===== src/rtl/muldiv_pkg.sv =====
// Shared RV32M multiply/divide definitions: funct3 encodings, FSM states, widths.
// Also used by the decoder that drives start/funct3 into muldiv_unit.
package muldiv_pkg;

    localparam int XLEN = 32;
    localparam int ITER = 32;

    localparam logic [2:0] F3_MUL    = 3'b000;
    localparam logic [2:0] F3_MULH   = 3'b001;
    localparam logic [2:0] F3_MULHSU = 3'b010;
    localparam logic [2:0] F3_MULHU  = 3'b011;
    localparam logic [2:0] F3_DIV    = 3'b100;
    localparam logic [2:0] F3_DIVU   = 3'b101;
    localparam logic [2:0] F3_REM    = 3'b110;
    localparam logic [2:0] F3_REMU   = 3'b111;

    localparam logic [1:0] S_IDLE  = 2'd0;
    localparam logic [1:0] S_CALC  = 2'd1;
    localparam logic [1:0] S_FIXUP = 2'd2;
    localparam logic [1:0] S_DONE  = 2'd3;

endpackage


===== src/rtl/muldiv_step.sv =====
// One combinational iteration on the {hi, lo} accumulator: shift-add for multiply,
// restoring trial-subtract for divide. Zero latency, no flow control.
module muldiv_step #(
    parameter int XLEN = 32
) (
    input  logic              div_i,
    input  logic [2*XLEN-1:0] acc_i,
    input  logic [XLEN-1:0]   opnd_i,
    output logic [2*XLEN-1:0] acc_o
);

    logic [XLEN:0] sum;
    logic [XLEN:0] shl_hi;
    logic [XLEN:0] trial;

    always_comb begin
        sum    = {1'b0, acc_i[2*XLEN-1:XLEN]} + (acc_i[0] ? {1'b0, opnd_i} : '0);
        shl_hi = acc_i[2*XLEN-1:XLEN-1];
        trial  = shl_hi - {1'b0, opnd_i};
        acc_o  = acc_i;
        if (div_i) begin
            // Borrow out of bit XLEN means the shifted remainder was smaller than the divisor.
            if (!trial[XLEN]) begin
                acc_o = {trial[XLEN-1:0], acc_i[XLEN-2:0], 1'b1};
            end else begin
                acc_o = {shl_hi[XLEN-1:0], acc_i[XLEN-2:0], 1'b0};
            end
        end else begin
            acc_o = {sum, acc_i[XLEN-1:1]};
        end
    end

endmodule


===== src/rtl/muldiv_unit.sv =====
// Iterative RV32M mul/div: 34-cycle start-to-done, 1 cycle for div-by-zero/overflow.
// Core stalls on busy; start is only sampled in IDLE/DONE and never queued.
module muldiv_unit
    import muldiv_pkg::*;
#(
    parameter int XLEN  = 32,
    parameter int CNT_W = 6
) (
    input  logic            clk,
    input  logic            rst,
    input  logic            start,
    input  logic [2:0]      funct3,
    input  logic [XLEN-1:0] op_a,
    input  logic [XLEN-1:0] op_b,
    input  logic [4:0]      rd_in,
    output logic            busy,
    output logic            done,
    output logic [XLEN-1:0] result,
    output logic [4:0]      rd_out
);

    if (XLEN != 32) begin : g_bad_xlen
        $error("muldiv_unit supports XLEN=32 only");
    end
    if ((2 ** CNT_W) <= XLEN) begin : g_bad_cnt
        $error("muldiv_unit CNT_W too narrow for XLEN iterations");
    end

    logic [1:0]        state_q,   state_d;
    logic [CNT_W-1:0]  cnt_q,     cnt_d;
    logic [2*XLEN-1:0] acc_q,     acc_d;
    logic [XLEN-1:0]   opb_q,     opb_d;
    logic [2:0]        f3_q,      f3_d;
    logic              neg_a_q,   neg_a_d;
    logic              neg_b_q,   neg_b_d;
    logic [4:0]        rd_lat_q,  rd_lat_d;
    logic [4:0]        rd_out_q,  rd_out_d;
    logic [XLEN-1:0]   result_q,  result_d;

    logic              accept;
    logic              sgn_a_op, sgn_b_op, neg_a, neg_b;
    logic [XLEN-1:0]   abs_a, abs_b;
    logic              div_zero, div_ovf;
    logic [XLEN-1:0]   spec_res;
    logic [2*XLEN-1:0] step_acc;
    logic [2*XLEN-1:0] prod;
    logic [XLEN-1:0]   quot, rem, fix_res;

    muldiv_step #(.XLEN(XLEN)) u_step (
        .div_i  (f3_q[2]),
        .acc_i  (acc_q),
        .opnd_i (opb_q),
        .acc_o  (step_acc)
    );

    always_comb begin
        accept   = start && ((state_q == S_IDLE) || (state_q == S_DONE));
        sgn_a_op = (funct3 == F3_MULH) || (funct3 == F3_MULHSU) ||
                   (funct3 == F3_DIV)  || (funct3 == F3_REM);
        sgn_b_op = (funct3 == F3_MULH) || (funct3 == F3_DIV) || (funct3 == F3_REM);
        neg_a    = sgn_a_op && op_a[XLEN-1];
        neg_b    = sgn_b_op && op_b[XLEN-1];
        abs_a    = neg_a ? -op_a : op_a;
        abs_b    = neg_b ? -op_b : op_b;
        div_zero = funct3[2] && (op_b == '0);
        div_ovf  = ((funct3 == F3_DIV) || (funct3 == F3_REM)) &&
                   (op_a == {1'b1, {(XLEN-1){1'b0}}}) && (op_b == '1);
        if (div_zero) begin
            spec_res = funct3[1] ? op_a : '1;
        end else begin
            spec_res = funct3[1] ? '0 : {1'b1, {(XLEN-1){1'b0}}};
        end
    end

    // Sign correction on the unsigned magnitudes left in the accumulator.
    always_comb begin
        prod = (neg_a_q ^ neg_b_q) ? -acc_q : acc_q;
        quot = acc_q[XLEN-1:0];
        rem  = acc_q[2*XLEN-1:XLEN];
        if (!f3_q[2]) begin
            fix_res = (f3_q == F3_MUL) ? prod[XLEN-1:0] : prod[2*XLEN-1:XLEN];
        end else if (f3_q[1]) begin
            fix_res = neg_a_q ? -rem : rem;
        end else begin
            fix_res = (neg_a_q ^ neg_b_q) ? -quot : quot;
        end
    end

    always_comb begin
        state_d  = state_q;
        cnt_d    = cnt_q;
        acc_d    = acc_q;
        opb_d    = opb_q;
        f3_d     = f3_q;
        neg_a_d  = neg_a_q;
        neg_b_d  = neg_b_q;
        rd_lat_d = rd_lat_q;
        rd_out_d = rd_out_q;
        result_d = result_q;
        case (state_q)
            S_CALC: begin
                acc_d = step_acc;
                cnt_d = cnt_q + 1'b1;
                if (cnt_q == CNT_W'(ITER - 1)) begin
                    cnt_d   = '0;
                    state_d = S_FIXUP;
                end
            end
            S_FIXUP: begin
                result_d = fix_res;
                rd_out_d = rd_lat_q;
                state_d  = S_DONE;
            end
            S_DONE:  state_d = S_IDLE;
            default: state_d = S_IDLE;
        endcase
        if (accept) begin
            f3_d     = funct3;
            rd_lat_d = rd_in;
            neg_a_d  = neg_a;
            neg_b_d  = neg_b;
            opb_d    = abs_b;
            acc_d    = {{XLEN{1'b0}}, abs_a};
            cnt_d    = '0;
            if (div_zero || div_ovf) begin
                result_d = spec_res;
                rd_out_d = rd_in;
                state_d  = S_DONE;
            end else begin
                state_d  = S_CALC;
            end
        end
    end

    always_ff @(posedge clk) begin
        if (rst) begin
            state_q  <= S_IDLE;
            cnt_q    <= '0;
            acc_q    <= '0;
            opb_q    <= '0;
            f3_q     <= '0;
            neg_a_q  <= 1'b0;
            neg_b_q  <= 1'b0;
            rd_lat_q <= '0;
            rd_out_q <= '0;
            result_q <= '0;
        end else begin
            state_q  <= state_d;
            cnt_q    <= cnt_d;
            acc_q    <= acc_d;
            opb_q    <= opb_d;
            f3_q     <= f3_d;
            neg_a_q  <= neg_a_d;
            neg_b_q  <= neg_b_d;
            rd_lat_q <= rd_lat_d;
            rd_out_q <= rd_out_d;
            result_q <= result_d;
        end
    end

    assign busy   = (state_q == S_CALC) || (state_q == S_FIXUP);
    assign done   = (state_q == S_DONE);
    assign result = result_q;
    assign rd_out = rd_out_q;

endmodule


===== config.mk =====
export PLATFORM = sky130hd
export DESIGN_NAME = muldiv_unit
export DESIGN_NICKNAME = d
export VERILOG_FILES = /design/src/rtl/muldiv_pkg.sv /design/src/rtl/muldiv_step.sv /design/src/rtl/muldiv_unit.sv
export SDC_FILE = /design/constraint.sdc
export NUM_CORES = 1
export LEC_CHECK = 0
export ABC_AREA = 1
export CAP_MARGIN = 20
export CORE_MARGIN = 3
export CORE_UTILIZATION = 50
export DETAILED_ROUTE_END_ITERATION = 8
export GPL_TIMING_DRIVEN = 0
export PLACE_DENSITY = 0.67
export REMOVE_ABC_BUFFERS = 1
export SYNTH_ARGS = -nofsm -noshare
export SYNTH_HDL_FRONTEND = slang
export SYNTH_SLANG_ARGS = --single-unit

===== constraint.sdc =====
create_clock -name clk -period 3 [get_ports clk]
set_input_delay 0.3 -clock clk [delete_from_list [all_inputs] [get_ports clk]]
set_output_delay 0.3 -clock clk [all_outputs]
set_load 0.1 [all_outputs]

==> results.cfg <==
[run_status]
outcome = finished clean

[route]
drtPass1Iterations = 6
drtAntennaViolNets = 0
drt-total-wl_um = 76300
drc_errors = 0
vias = 22358
wl_per_cell_um = 20.4
initialDrtViolationCount = 2924
vias_per_cell = 5.98

[placement]
dpl_cell_area_um2 = 19100
globalplace.congestion = 1.04
dp_hpwl_um = 58200
port_buffers = 113
dp_slack_ns = -0.750

[pwr]
total_power_mw = 19.5
p_per_area_nw_per_um2 = 978
p_leak_nw = 9.66
worst_ir_drop_vdd_uv = 1110

[layout]
mostFrequentLayoutCells = 878 x nand2_1, 400 x inv_1, 388 x nor2_1, 340 x nand3_1, 292 x o21ai_0
finalInstanceArea_um2 = 20000
layout.nets = 3420
syn_to_final_growth_pct = 12.9
utilization_pct = 57.6
diodes = 0
final_common_cell = nand2_1
drive_above_1_share_pct = 6.18

[setup_path]
path_cells = ha_1, a21oi_1, nor2_1, o21ai_1, nand2_1, a21oi_4, nand2_2, nand2_4, nand2_8, nand2_1, nand3_1, a21oi_1
startpoint_type = flop
end_kind = flop
criticalPathCategory = reg2reg
required_ns = 3.40
r2r_cells = 12
reg2reg_from = acc_q[56]$_SDFFE_PP0P_
cp.depth = 12
ff2ff_setup_slack_ns = 0.07
crit_path_top_delay_cell = dfxtp_1
critPathMaxStageDelay_ns = 0.76
timing.critical_path.buf_inv = 0
crit_path_max_fanout = 8
crit_family = simple AND/OR/NAND/NOR gates
arrival_ns = 3.34
regToRegEndpoint = acc_q[41]$_SDFFE_PP0P_

[synth]
syn_area_um2 = 17700
yosysWarnings = 0
synth_async_sr_flop_share_pct = 0
synth_edf_count = 0
ys_top_cells_by_area = nand2_1 19%, dfxtp_1 17%, nand3_1 9.7%, inv_1 8.6%, o21ai_0 8.3%
ys_ff_latch = 151
synth-seq-area-share_pct = 17.1
synthFlopType = dfxtp_1
synthCells = 3235
synthDistinctLibCells = 53
avgSynthCellArea_um2 = 5.47
yosysTopAreaCellShare_pct = 18.7
synth_area_leader_cell = nand2_1

[clocking]
htreeDepth = 4
clk-insertion-delay-late_ns = 0.48
clock_sinks = 151
cts.clk_slew.worst_paths_ns = 0.08
cts_buffers = 17
cts_tree = built
cts_max_path_buffers = 2
cts-root-buf = clkbuf_16

[sta]
hold_violations = 0
maxSlewViolCount = 0
setup_viol = 0
fin_ws_ns = 0.0652
period_share_pct = 97.8
period_minus_slack_ns = 2.93
clock.fmax_ghz = 0.341
relSlewSlack_pct = 34.2
tightest_slew_ns = 0.984
rsz0062_at_grt = yes
fin_skew_ns = 0.0147

[floorplanning]
rows = 68
die_w_um = 194
initial_core_util_pct = 51.0
coreArea_um2 = 34700
ioPinCount = 114
die_area_um2 = 37700
dieHeight_um = 194

[global_route]
grt_pass1_wl_um = 113000
grt_max_degree = 79
grt_overflow = 0
grt_usage_pct = 38.1
grt_pass1_vias = 19725
antenna_found_initial = 2

[min_path]
holdPathStages = 2
hold_end = result[9]$_SDFF_PP0_
hp-start = rst
hold_path.class = in2reg

[job]
maxCapViolations = 0
-- worst register-to-register path, delay by kind of cell, from the launching register on --
| family | cells | cell delay [ns] |
|---|---|---|
| simple gates | 7 | 0.93 |
| fa+ha+maj | 1 | 0.42 |
| compound gates | 4 | 0.74 |
| flops | 1 | 0.76 |
-- per-layer routing --
layer / track usage (%) / part of all wire, %
met5: 0 / 0.017
met4: 11.6 / 3.1
met3: 9.45 / 14
met1: 55.7 / 43
met2: 54.9 / 41
-- per-stage QoR --
stage	std cells	TNS (ns)	hold slack (ns)
final	3738	0	0.460
after global routing	3738	0	0.491
after floorplan	3116	-101.68	0.369
after CTS	3729	0	0.437
after global placement	3684	-479.69	0.455
after detailed placement	3695	-36.93	0.461
-- cell families after synthesis --
group,Yosys count,synth area share [%]
simple gates,1777,43.7
compound gates,635,19.1
buf+inv,550,12.4
flops,151,17.1
fa+ha+maj,75,5.39
xor+xnor,47,2.33
-- sequential cells by signal, indices dropped and copies added (netlist names) --
signal,cells
acc_q,64
opb_q,32
result,32
cnt_q,6
rd_lat_q,5
rd_out,5
f3_q,3
state_q,2
neg_a_q,1
neg_b_q,1
-- how the worst max path moves through the flow --
stage	startpoint	end
after detailed placement	funct3[1]	opb_q[20]$_SDFFE_PP0P_
after global placement	f3_q[2]$_SDFFE_PP0P_	acc_q[8]$_SDFFE_PP0P_
after floorplan	f3_q[2]$_SDFFE_PP0P_	result[5]$_SDFF_PP0_
final	acc_q[56]$_SDFFE_PP0P_	acc_q[41]$_SDFFE_PP0P_
after global routing	acc_q[49]$_SDFFE_PP0P_	acc_q[50]$_SDFFE_PP0P_
after CTS	acc_q[0]$_SDFFE_PP0P_	acc_q[47]$_SDFFE_PP0P_
-- area by class of cell --
class	instances	area, µm²
Clock buffer	18	439
Clock inverter	14	159
Fill cell	3592	14700
Inverter	431	1640
Multi-Input combinational cell	2541	12700
Sequential cell	151	3040
Tap cell	455	569
Timing Repair Buffer	127	1430
Timing Repair inverter	1	5.00
-- what timing repair did --
item                                    CTS  global route
hold buffers                              0             0
cloned                                    1             7
endpoints found under the hold margin     0             0
buffers inserted                          1             1
endpoints found under the setup margin   92            51
pin swaps                                 2             5
gates resized for setup                  15            27
-- Yosys cell counts (9+ instances only) --
cell type / count
buf_2: 22
nor3_1: 23
nand3_1: 342
dfxtp_1: 151
buf_6: 12
xor2_1: 41
nor2_2: 23
clkbuf_1: 65
nor2_4: 12
inv_2: 22
nand3_2: 16
o211ai_1: 9
nand4_1: 34
nand2_2: 18
a21oi_1: 236
ha_1: 73
buf_1: 15
o21ai_0: 292
o22ai_1: 17
inv_1: 406
a31oi_1: 27
o21bai_1: 9
o21ai_1: 20
nand2_1: 882
nor2_1: 388
-- where the power goes --
part	internal (mW)	switching, mW
registers	2.51	0.899
clock network	1.13	1.15
logic	3.91	9.94
Power figures use the tool's default switching activity.
